$ cat src/rtl/sr_bank_driver.sv
// Command source for a bank of SR flops: queues requested target words and turns
// each into one cycle of set/reset excitation followed by an optional idle hold.
module sr_bank_driver #(
  parameter int WIDTH  = 4,
  parameter int HOLD_W = 4,
  parameter int DEPTH  = 4
) (
  input  logic              clk,
  input  logic              rst,
  input  logic              in_valid,
  output logic              in_ready,
  input  logic [WIDTH-1:0]  in_target,
  input  logic [HOLD_W-1:0] in_hold,
  output logic [WIDTH-1:0]  s,
  output logic [WIDTH-1:0]  r,
  output logic [WIDTH-1:0]  q_model,
  output logic              busy,
  output logic              word_done,
  output logic [1:0]        dbg_state
);

  localparam int AW = $clog2(DEPTH);

  typedef enum logic [1:0] {
    ST_IDLE  = 2'd0,
    ST_APPLY = 2'd1,
    ST_HOLD  = 2'd2
  } state_e;

  // Handshake: a word is taken on a rising edge where in_valid && in_ready;
  // in_ready is a function of FIFO occupancy only.

  logic [WIDTH-1:0]  tgt_mem_q  [DEPTH];
  logic [HOLD_W-1:0] hold_mem_q [DEPTH];

  state_e            state_q, state_d;
  logic [AW-1:0]     wr_ptr_q, wr_ptr_d;
  logic [AW-1:0]     rd_ptr_q, rd_ptr_d;
  logic [AW:0]       count_q, count_d;
  logic [HOLD_W-1:0] cnt_q, cnt_d;
  logic [WIDTH-1:0]  cur_tgt_q, cur_tgt_d;
  logic [WIDTH-1:0]  q_model_q, q_model_d;
  logic [WIDTH-1:0]  s_q, s_d;
  logic [WIDTH-1:0]  r_q, r_d;

  logic              push, pop, fifo_empty, word_end;
  logic [WIDTH-1:0]  head_tgt, base;
  logic [HOLD_W-1:0] head_hold;

  always_comb begin
    fifo_empty = (count_q == '0);
    in_ready   = (count_q != (AW+1)'(DEPTH));
    push       = in_valid && in_ready;
    head_tgt   = tgt_mem_q[rd_ptr_q];
    head_hold  = hold_mem_q[rd_ptr_q];
    // cnt_q holds the word's hold value during APPLY, then counts down in HOLD.
    word_end   = ((state_q == ST_APPLY) && (cnt_q == '0)) ||
                 ((state_q == ST_HOLD) && (cnt_q == HOLD_W'(1)));
    pop        = !fifo_empty && ((state_q == ST_IDLE) || word_end);
    // Back-to-back words must compare against the word being applied now,
    // since q_model only catches up on the edge that ends APPLY.
    base       = (state_q == ST_APPLY) ? cur_tgt_q : q_model_q;

    state_d   = state_q;
    cnt_d     = cnt_q;
    cur_tgt_d = cur_tgt_q;
    q_model_d = q_model_q;
    s_d       = '0;
    r_d       = '0;

    case (state_q)
      ST_APPLY: begin
        q_model_d = cur_tgt_q;
        state_d   = (cnt_q != '0) ? ST_HOLD : ST_IDLE;
      end
      ST_HOLD: begin
        cnt_d = cnt_q - HOLD_W'(1);
        if (cnt_q == HOLD_W'(1)) state_d = ST_IDLE;
      end
      default: ;
    endcase

    if (pop) begin
      state_d   = ST_APPLY;
      cnt_d     = head_hold;
      cur_tgt_d = head_tgt;
      s_d       = head_tgt & ~base;
      r_d       = ~head_tgt & base;
    end

    wr_ptr_d = push ? wr_ptr_q + AW'(1) : wr_ptr_q;
    rd_ptr_d = pop  ? rd_ptr_q + AW'(1) : rd_ptr_q;
    count_d  = count_q;
    if (push && !pop)      count_d = count_q + (AW+1)'(1);
    else if (!push && pop) count_d = count_q - (AW+1)'(1);
  end

  always_ff @(posedge clk) begin
    if (rst) begin
      state_q   <= ST_IDLE;
      wr_ptr_q  <= '0;
      rd_ptr_q  <= '0;
      count_q   <= '0;
      cnt_q     <= '0;
      cur_tgt_q <= '0;
      q_model_q <= '0;
      s_q       <= '0;
      r_q       <= '0;
    end else begin
      state_q   <= state_d;
      wr_ptr_q  <= wr_ptr_d;
      rd_ptr_q  <= rd_ptr_d;
      count_q   <= count_d;
      cnt_q     <= cnt_d;
      cur_tgt_q <= cur_tgt_d;
      q_model_q <= q_model_d;
      s_q       <= s_d;
      r_q       <= r_d;
    end
  end

  // Storage needs no reset; occupancy and pointers decide what is valid.
  always_ff @(posedge clk) begin
    if (push && !rst) begin
      tgt_mem_q[wr_ptr_q]  <= in_target;
      hold_mem_q[wr_ptr_q] <= in_hold;
    end
  end

  assign s         = s_q;
  assign r         = r_q;
  assign q_model   = q_model_q;
  assign busy      = (state_q != ST_IDLE) || !fifo_empty;
  assign word_done = word_end;
  assign dbg_state = state_q;

endmodule

$ cat config.mk
export PLATFORM = sky130hd
export DESIGN_NAME = sr_bank_driver
export DESIGN_NICKNAME = d
export VERILOG_FILES = /design/src/rtl/sr_bank_driver.sv
export SDC_FILE = /design/constraint.sdc
export NUM_CORES = 1
export LEC_CHECK = 0
export ABC_AREA = 1
export BUFFER_PORTS_ARGS = -buffer_cell sky130_fd_sc_hd__buf_2
export CAP_MARGIN = 20
export CORE_ASPECT_RATIO = 0.8
export CORE_UTILIZATION = 55
export CTS_CLUSTER_DIAMETER = 30
export DETAILED_ROUTE_END_ITERATION = 7
export PLACE_DENSITY = 0.8
export SLEW_MARGIN = 20
export SYNTH_ARGS = -nofsm -noshare
export SYNTH_HDL_FRONTEND = slang
export SYNTH_SLANG_ARGS = --single-unit
$ cat constraint.sdc
create_clock -name clk -period 3.1 [get_ports clk]
set_input_delay 0.31 -clock clk [delete_from_list [all_inputs] [get_ports clk]]
set_output_delay 0.31 -clock clk [all_outputs]
set_load 0.02 [all_outputs]
==> summary.md, run 1 <==
| Metric | Value |
|---|---|
| Register clock-pin slew on the reported worst setup and hold paths | 0.07 ns |
| Net count after synthesis | 275 |
| Total Die Area | 5000 sq um |
| Maximum ir drop on the vdd rail | 0.514 mV |
| Num CTS Buffers | 9 |
| Resized cells post-CTS | 0 |
| Result of the run | complete, no violations |
| Summed instance area of the synthesized netlist | 2600 sq um |
| Actual slew at the worst max-slew pin | 0.798 ns |
| Global-route wire length before repair | 8130 microns |
| Part of the Yosys area used for sequential elements | 0.609 |
| Final weighted congestion of routability-driven global placement | 0.816 |
| Post-synthesis cell count | 255 |
| Post-detailed-route wirelength per cell | 14.0 microns |
| Number of distinct library cells after synthesis | 28 |
| Maximum Capacitance Violations | 0 |
| Cell type with the largest total area after synthesis | edfxtp_1 |
| Die extent in y | 63.5 microns |
| EDFF count, synth | 32 |
| Initial Util | 0.595 |
| Proportion of synthesized flip-flops having asynchronous set or reset | 0 |
| Final Cycle Share | 0.757 |
| Area of placed instances | 2760 sq um |
| Top FF cell, synth | edfxtp_1 |
| YS warnings | 0 |
| Buffer levels on the longest clock path | 2 |
| Reported leakage power | 0.00124 uW |
| Kind of capture point of the worst setup path | flip-flop |
| Routed vias/inst | 5.20 |
| Max-Slew Margin vs Limit | 0.466 |
| Area inside the core boundary | 4360 sq um |
| Most frequent cell after synthesis | nand2_1 |
| Fmax | 0.426 GHz |
| Hpwl dp | 3310 microns |
| Main area contributors after synthesis | edfxtp_1 37%, dfxtp_1 24%, nand2_1 6.5% |
| Routed vias | 1808 |
| Max Clock Skew | 0.00558 ns |
| Top post-synthesis cells by count | 45 x nand2_1, 38 x nor2_1, 32 x edfxtp_1, 31 x dfxtp_1, 20 x inv_1 |
| Count of buffers added by post-CTS timing repair for setup | 0 |
| Final routed wirelength across all metal layers | 4860 microns |
| Share of final-layout standard cells stronger than drive strength 1 | 0.189 |
| Endpoints failing hold | 0 |
| Flip-flop and latch count after synthesis | 63 |
| Setup WS post-layout | 0.755 ns |
| Synth top area share | 0.370 |
| DRC violation count after routing | 0 |
| Net count, final | 306 |
| Class of the tightest hold or removal check | in -> reg |
| Count of buffers from port buffering | 27 |
| Layout-stage area growth over the synthesis result | 14.6% |
| Power per cell area | 1000 nW/um^2 |
| Sum Neg Setup Slack | 0 ns |
| Top Ports | 28 |
| Arrival time reported for the critical path endpoint | 2.58 ns |
| Hold buffer count at CTS | 0 |
| Crit path launch type | flip-flop |
| Clock root buffer | clkbuf_8 |
| Avg Cell Area, Syn | 10.2 sq um |
| Pwr Total | 2990 uW |
| Placement-stage worst setup slack | 0.796 ns |
| Number of global-route vias before repair | 1718 |
| Number of antenna violations at the first check in global routing | 0 |
| Max-slew violation count | 0 |
| Deepest level of the CTS H-tree | 3 |
| 1st-iter DRT viols | 127 |
| TritonCTS clock tree | done |
| Insertion delay of the later-clocked pin in the worst-skew pair | 0.35 ns |
| Count of nets left with antenna violations after detail routing | 0 |
| First-pass DRT Iterations | 4 |
| Die X-Extent | 78.8 microns |
| Leftover overflow at the end of global routing | 0 |
| ANT cells | 0 |
| Row Count | 21 |
| Critical path type | reg -> reg |
| Unrepaired setup endpoints after global routing | false |
| TritonCTS sink count | 63 |
| Pin count of the biggest net entering global routing | 19 |
| CP Data Required Time | 3.33 ns |
| Setup-violating endpoint count in the final report | 0 |
| Post-Layout Inst Area | 2980 sq um |
| Final period demand of the worst path | 2.35 ns |
| Total routing usage reported by global routing | 0.227 |
| CP max FO | 17 |
## worst max-delay path, stage by stage (launching register included)
cell	delay, ns
dfxtp_1	0.40
inv_1	0.13
nor2_4	0.21
nand2_1	0.14
nand3_4	0.21
ha_1	0.19
inv_1	0.07
fa_1	0.39
a21oi_1	0.14
o21ai_0	0.12
o21ai_0	0.16
a21oi_1	0.06
## where the power goes
| group | internal [uW] | switching [uW] | total (uW) |
|---|---|---|---|
| Clock | 445 | 317 | 762 |
| Combinational | 353 | 712 | 1060 |
| Sequential | 1030 | 127 | 1160 |
| Total | 1830 | 1160 | 2990 |
## stage by stage
step                      hold WS (ns)   util  instances
final                            0.179  0.682        348
after global routing             0.161  0.682        348
after CTS                        0.164  0.682        348
after detailed placement         0.462  0.634        332
after global placement           0.455  0.634        332
after floorplan                  0.409      -        255
## cell usage in the layout (no fill, tap or decap), drive strengths merged, types with 4 or more instances in the layout
cell    count
mux2i       4
nor2       41
nand3      16
nand2      45
nor3        4
a21oi       9
clkbuf      9
edfxtp     32
inv        23
o21ai      21
o22ai       5
dfxtp      31
buf        27
ha          8
## registers in the layout, indices dropped and copies added, names as in the netlist, named ones only
register	cells
hold_mem_q	16
cnt_q	4
r	4
cur_tgt_q	4
wr_ptr_q	2
s	4
count_q	3
dbg_state	2
tgt_mem_q	16
rd_ptr_q	2
q_model	4
## cell type report
type	count	area (sq um)
Sequential cell	63	1580
Fill cell	350	1390
Multi-Input combinational cell	162	890
Timing Repair Buffer	27	135
Clock buffer	9	124
Clock inverter	7	87.6
Inverter	23	86.3
Tap cell	57	71.3
## layer usage
layer / track usage / vias to the layer above / share of wire
li1: - / 918 / -
met1: 0.279 / 830 / 0.46
met2: 0.335 / 51 / 0.46
met3: 0.107 / 9 / 0.060
met4: 0.107 / 0 / 0.020
met5: 0 / - / 0
## logic make-up after synthesis
family	Yosys count	synth area share
and+or+nand+nor	109	0.194
xor gates and xnor gates	3	0.0101
DFF	63	0.609
buffers and inverters	30	0.0482
AOI/OAI and AO/OA	37	0.0771
adders and majority gates	9	0.0463
muxes	4	0.0154
## worst paths after layout
path,cells past startpoint,start,slack [ns],to
max,11,dbg_state[0],0.75,count_q[2]
min,1,in_target[2],0.18,tgt_mem_q[1][2]
max reg2reg,11,dbg_state[0],0.75,count_q[2]
min reg2reg,2,cur_tgt_q[2],0.47,cur_tgt_q[2]
(Power assumes the default switching activity.)
==> inputs of run 2 (changes only) <==
--- a/config.mk
+++ b/config.mk
@@ -5,14 +5,14 @@
 export SDC_FILE = /design/constraint.sdc
 export NUM_CORES = 1
 export LEC_CHECK = 0
-export ABC_AREA = 1
+export ABC_AREA = 0
 export BUFFER_PORTS_ARGS = -buffer_cell sky130_fd_sc_hd__buf_2
 export CAP_MARGIN = 20
 export CORE_ASPECT_RATIO = 0.8
 export CORE_UTILIZATION = 55
 export CTS_CLUSTER_DIAMETER = 30
 export DETAILED_ROUTE_END_ITERATION = 7
-export PLACE_DENSITY = 0.8
+export PLACE_DENSITY = 0.81
 export SLEW_MARGIN = 20
 export SYNTH_ARGS = -nofsm -noshare
 export SYNTH_HDL_FRONTEND = slang
==> constraint.sdc (replaced) <==
create_clock -name clk -period 2.4 [get_ports clk]
set_input_delay 0.24 -clock clk [delete_from_list [all_inputs] [get_ports clk]]
set_output_delay 0.24 -clock clk [all_outputs]
set_load 0.02 [all_outputs]
==> summary.md, run 2 <==
| Metric | Value |
|---|---|
| Summed instance area of the synthesized netlist | 2490 sq um |
| 1st-iter DRT viols | 84 |
| Die X-Extent | 77.2 microns |
| Final routed wirelength across all metal layers | 4210 microns |
| Number of global-route vias before repair | 1329 |
| Buffer levels on the longest clock path | 2 |
| Fmax | 0.434 GHz |
| Die extent in y | 62.2 microns |
| Total Die Area | 4800 sq um |
| Layout-stage area growth over the synthesis result | 15.6% |
| CP Data Required Time | 2.67 ns |
| YS warnings | 0 |
| Power per cell area | 1230 nW/um^2 |
| Startpoint of the lowest-slack register-to-register path | cnt_q[1] |
| Count of buffers from port buffering | 27 |
| Pwr Total | 3530 uW |
| Area of placed instances | 2690 sq um |
| Hpwl dp | 2820 microns |
| Final weighted congestion of routability-driven global placement | 0.756 |
| Top Ports | 28 |
| Net count after synthesis | 203 |
| Maximum Capacitance Violations | 0 |
| Cell Count, Final, Fillers Out | 278 |
| DRC violation count after routing | 0 |
| Final Cycle Share | 0.960 |
| Result of the run | complete, no violations |
| Kind of capture point of the worst setup path | flip-flop |
| Sum Neg Setup Slack | 0 ns |
| Fillcell total | 334 |
| Routed vias/inst | 5.18 |
| Max-Slew Margin vs Limit | 0.646 |
| Final period demand of the worst path | 2.30 ns |
| Hold buffer count at CTS | 0 |
| Post-Layout Inst Area | 2880 sq um |
| Flip-flop and latch count after synthesis | 63 |
| Hold Path Cell Cnt | 1 |
| TritonCTS sink count | 63 |
| Pin count of the biggest net entering global routing | 26 |
| Min-delay src | in_hold[2] |
| Synth top area share | 0.386 |
| Number of distinct library cells after synthesis | 32 |
| Main area contributors after synthesis | edfxtp_1 39%, dfxtp_1 25%, mux4_2 7.2% |
| Setup WS post-layout | 0.0964 ns |
| Endpoints failing hold | 0 |
| Max-slew violation count | 0 |
| Leftover overflow at the end of global routing | 0 |
| Biggest regs | hold_mem_q: 16 flops, tgt_mem_q: 16 flops |
| Max Clock Skew | 0.00664 ns |
| Critical path type | reg -> reg |
| TritonCTS clock tree | done |
| Total routing usage reported by global routing | 0.194 |
| Placement-stage worst setup slack | 0.0670 ns |
| Reported leakage power | 0.00115 uW |
| Num CTS Buffers | 9 |
| Placed insts | 261 |
| Proportion of synthesized flip-flops having asynchronous set or reset | 0 |
| Cell type with the largest total area after synthesis | edfxtp_1 |
| Actual slew at the worst max-slew pin | 0.531 ns |
| Initial Util | 0.585 |
| EDFF count, synth | 32 |
| Global-route wire length before repair | 6620 microns |
| Row Count | 21 |
| ANT cells | 0 |
| First-pass DRT Iterations | 4 |
| Share of final-layout standard cells stronger than drive strength 1 | 0.285 |
| Net count, final | 236 |
| Register clock-pin slew on the reported worst setup and hold paths | 0.07 ns |
| Crit path launch type | flip-flop |
| CP max FO | 3 |
| Setup-violating endpoint count in the final report | 0 |
| Register-to-Register Path Depth | 11 |
| Clock root buffer | clkbuf_8 |
| Number of antenna violations at the first check in global routing | 0 |
| Arrival time reported for the critical path endpoint | 2.57 ns |
| Reg-to-reg critical path endpoint | count_q[2] |
| Routed vias | 1439 |
| Area inside the core boundary | 4260 sq um |
| Insertion delay of the later-clocked pin in the worst-skew pair | 0.34 ns |
| Top FF cell, synth | edfxtp_1 |
| Part of the Yosys area used for sequential elements | 0.635 |
| Top post-synthesis cells by count | 32 x edfxtp_1, 31 x dfxtp_1, 24 x nor2_1, 10 x mux2i_1 |
| Register-to-register path setup slack | 0.1 ns |
| Avg Cell Area, Syn | 13.6 sq um |
| Post-detailed-route wirelength per cell | 15.1 microns |
| Post-synthesis cell count | 183 |
| Commonest cells after routing, fill and taps aside | 32 x edfxtp_1, 29 x dfxtp_1, 27 x buf_2 |
| Destination of the worst hold path | hold_mem_q[2][2] |
| Class of the tightest hold or removal check | in -> reg |
| Maximum ir drop on the vdd rail | 0.564 mV |
| Count of nets left with antenna violations after detail routing | 0 |
| Deepest level of the CTS H-tree | 3 |
| Most common library cell in the layout ignoring fill and taps | edfxtp_1 |
| Most frequent cell after synthesis | edfxtp_1 |
## run 2: worst max-delay path by stage
| stage | start | to | slack [ns] | cells past startpoint |
|---|---|---|---|---|
| CTS | cnt_q[1] | count_q[2] | 0.04 | 11 |
| finish | cnt_q[1] | count_q[2] | 0.1 | 11 |
| floorplan | cnt_q[0] | count_q[2] | 0.004 | 12 |
| global placement | cnt_q[0] | count_q[2] | 0.15 | 11 |
| detailed placement | cnt_q[1] | count_q[2] | 0.07 | 11 |
| global route | cnt_q[1] | count_q[2] | -0.02 | 11 |
## run 2: layout make-up
class | instances | area [sq um] | area share
Clock buffer | 9 | 124 | 0.0430
Clock inverter | 7 | 47.5 | 0.0165
Inverter | 8 | 30.0 | 0.0104
Multi-Input combinational cell | 105 | 871 | 0.302
Sequential cell | 63 | 1590 | 0.551
Tap cell | 57 | 71.3 | 0.0248
Timing Repair Buffer | 29 | 150 | 0.0521
## run 2: what timing repair did
item                                    CTS  global route
resized for setup                         0             4
endpoints found under the setup margin    0             1
buffers inserted                          0             1
## run 2: power breakdown
group | switching, uW | internal, uW | total, uW
Combinational | 684 | 572 | 1260
Clock | 409 | 373 | 782
Sequential | 171 | 1320 | 1490
## run 2: cell families (layout without fill, tap and decap cells)
kind of cell / count (synthesis) / after routing / synth area share
DFF: 63 / 63 / 0.635
and+or+nand+nor: 54 / 54 / 0.102
muxes: 18 / 18 / 0.113
AOI/OAI and AO/OA: 16 / 16 / 0.0477
buffers and inverters: 15 / 53 / 0.0261
adders and majority gates: 9 / 9 / 0.0482
xor gates and xnor gates: 8 / 8 / 0.0281
## run 2: through the flow
step | utilization | hold WS (ns)
6_report | 0.677 | 0.113
5_1_grt | 0.677 | 0.0998
3_5_place_dp | 0.632 | 0.461
4_1_cts | 0.673 | 0.101
3_3_place_gp | 0.632 | 0.454
2_1_floorplan | - | 0.339
## run 2: layer usage
layer	vias to the layer above	track usage	share of wire
met5	-	0	0
met4	0	0.0778	0.016
met3	8	0.0809	0.043
met2	33	0.302	0.48
met1	684	0.239	0.46
li1	714	-	-
## run 2: critical path: stages (launching register included)
cell and delay, ns:
dfxtp_2 0.34, inv_1 0.07, ha_2 0.17, nor2b_4 0.13, o21a_4 0.22, o21ai_4 0.16, ha_4 0.16, inv_1 0.05
fa_2 0.34, xor2_1 0.16, or3_1 0.33, a21oi_2 0.11
==> inputs of run 3 (changes only) <==
--- a/config.mk
+++ b/config.mk
@@ -8,11 +8,13 @@
 export ABC_AREA = 0
 export BUFFER_PORTS_ARGS = -buffer_cell sky130_fd_sc_hd__buf_2
 export CAP_MARGIN = 20
+export CELL_PAD_IN_SITES_DETAIL_PLACEMENT = 0
+export CELL_PAD_IN_SITES_GLOBAL_PLACEMENT = 1
 export CORE_ASPECT_RATIO = 0.8
-export CORE_UTILIZATION = 55
+export CORE_UTILIZATION = 47
 export CTS_CLUSTER_DIAMETER = 30
 export DETAILED_ROUTE_END_ITERATION = 7
-export PLACE_DENSITY = 0.81
+export PLACE_DENSITY = 0.83
 export SLEW_MARGIN = 20
 export SYNTH_ARGS = -nofsm -noshare
 export SYNTH_HDL_FRONTEND = slang
==> summary.md, run 3 (synthesis results as in run 2) <==
| Metric | Value |
|---|---|
| Register clock-pin slew on the reported worst setup and hold paths | 0.07 ns |
| CP max FO | 4 |
| Max-Slew Margin vs Limit | 0.644 |
| Die extent in y | 67.1 microns |
| Critical Path Stages | 11 |
| Actual slew at the worst max-slew pin | 0.533 ns |
| Endpoints failing hold | 0 |
| Clock root buffer | clkbuf_8 |
| Logic gate share of total power | 0.353 |
| Buffers & Inverters on Critical Path | 2 |
| Maximum Capacitance Violations | 0 |
| Register-to-Register Path Depth | 11 |
| CP Cell Sequence | inv_2 > ha_1 > nor2b_4 > o21a_4 > o21ai_4 > ha_4 > inv_1 > fa_2 > xor2_1 > or3_1 > a21oi_2 |
| Setup WS post-layout | 0.0942 ns |
| Biggest regs | hold_mem_q: 16 flops, tgt_mem_q: 16 flops |
| ANT cells | 0 |
| Number of antenna violations at the first check in global routing | 0 |
| Pwr Total | 3530 uW |
| Area inside the core boundary | 5060 sq um |
| Routed vias | 1440 |
| DRC violation count after routing | 0 |
| Max-slew violation count | 0 |
| Kind of capture point of the worst setup path | flip-flop |
| Share of final-layout standard cells stronger than drive strength 1 | 0.288 |
| Row Count | 23 |
| Hpwl dp | 2790 microns |
| Global-route wire length before repair | 6630 microns |
| Insertion delay of the later-clocked pin in the worst-skew pair | 0.34 ns |
| Unrepaired setup endpoints after global routing | false |
| Die X-Extent | 83.4 microns |
| Net count, final | 237 |
| CP Data Required Time | 2.68 ns |
| Sum Neg Setup Slack | 0 ns |
| Power per cell area | 1220 nW/um^2 |
| Fmax | 0.434 GHz |
| Most common library cell in the layout ignoring fill and taps | edfxtp_1 |
| Total Die Area | 5600 sq um |
| Max Clock Skew | 0.00609 ns |
| Maximum ir drop on the vdd rail | 0.636 mV |
| Num CTS Buffers | 9 |
| Final routed wirelength across all metal layers | 4120 microns |
| Post-detailed-route wirelength per cell | 14.5 microns |
| Top Ports | 28 |
| Critical path type | reg -> reg |
| Highest cell delay on the worst timing path | 0.37 ns |
| First-pass DRT Iterations | 4 |
| Delay-heaviest family, CP | adder cells |
| Final weighted congestion of routability-driven global placement | 0.749 |
| Switching power | 1260 uW |
| TritonCTS sink count | 63 |
| TritonCTS clock tree | done |
| Buffer levels on the longest clock path | 2 |
| Setup-violating endpoint count in the final report | 0 |
| Reg power frac | 0.423 |
| 1st-iter DRT viols | 58 |
| Commonest cells after routing, fill and taps aside | 32 x edfxtp_1, 29 x dfxtp_1, 27 x buf_2 |
| Relative contribution of the clock network to total power | 0.224 |
| Deepest level of the CTS H-tree | 3 |
| Crit path max-delay cell type | dfxtp_4 |
| Internal power | 2280 uW |
| Result of the run | complete, no violations |
| Number of global-route vias before repair | 1297 |
| Switching share of power | 0.356 |
| Crit path launch type | flip-flop |
| Leftover overflow at the end of global routing | 0 |
| Placed insts | 267 |
| Routed vias/inst | 5.07 |
| Final Cycle Share | 0.961 |
| Hold Path Cell Cnt | 1 |
| Initial Util | 0.492 |
| Cell Count, Final, Fillers Out | 284 |
| Final period demand of the worst path | 2.31 ns |
| Pin count of the biggest net entering global routing | 25 |
| Placement-stage worst setup slack | 0.0789 ns |
| Layout-stage area growth over the synthesis result | 16.1% |
| Total routing usage reported by global routing | 0.166 |
| Count of buffers from port buffering | 27 |
| Arrival time reported for the critical path endpoint | 2.58 ns |
| Class of the tightest hold or removal check | in -> reg |
| Hold buffer count at CTS | 0 |
| Reported leakage power | 0.00116 uW |
| Count of nets left with antenna violations after detail routing | 0 |
## run 3: cell count changes in the layout (fill, tap and decap cells not counted)
cell	delta
clkinv_1	-1
ha_2	-1
ha_1	+1
buf_4	+1
clkinv_2	+1
## run 3: layout make-up
class,count,area [sq um]
Inverter,8,30.0
Timing Repair Buffer,30,158
Clock inverter,7,48.8
Fill cell,414,2170
Clock buffer,9,124
Multi-Input combinational cell,105,868
Sequential cell,63,1590
Tap cell,62,77.6
## run 3: layer usage
| metal | up-vias | share of wire | track usage |
|---|---|---|---|
| met5 | - | 0 | 0 |
| met4 | 0 | 0.0063 | 0.0582 |
| met3 | 4 | 0.046 | 0.0793 |
| met2 | 29 | 0.44 | 0.237 |
| met1 | 686 | 0.51 | 0.223 |
| li1 | 721 | - | - |
## run 3: power groups by stage
stage          combinational (uW)  clock, uW  sequential, uW
5_1_grt                      1370        870            1520
3_3_place_gp                 1200          0            1510
4_1_cts                      1230        819            1490
3_5_place_dp                 1220          0            1520
2_1_floorplan                 959          0            1510
6_report                     1250        792            1490
## run 3: path summary, 6_finish.rpt
kind,from,endpoint,slack [ns]
worst max-delay path,cnt_q[0],count_q[2],0.09
worst min register to register,cur_tgt_q[2],cur_tgt_q[2],0.50
worst min-delay path,in_hold[3],hold_mem_q[3][3],0.11
worst max register to register,cnt_q[0],count_q[2],0.09
## run 3: repair_timing
action / CTS / global route
gates resized for setup: 0 / 3
endpoints found under the setup margin: 0 / 1
setup buffers: 0 / 1
## run 3: metrics by stage
stage                      util  cell area [sq um]  hold WS [ns]
after floorplan               -               2510         0.339
after global placement    0.534               2710         0.458
after detailed placement  0.534               2710         0.458
after CTS                 0.568               2880        0.0915
after global routing      0.571               2890        0.0909
final                     0.571               2890         0.112
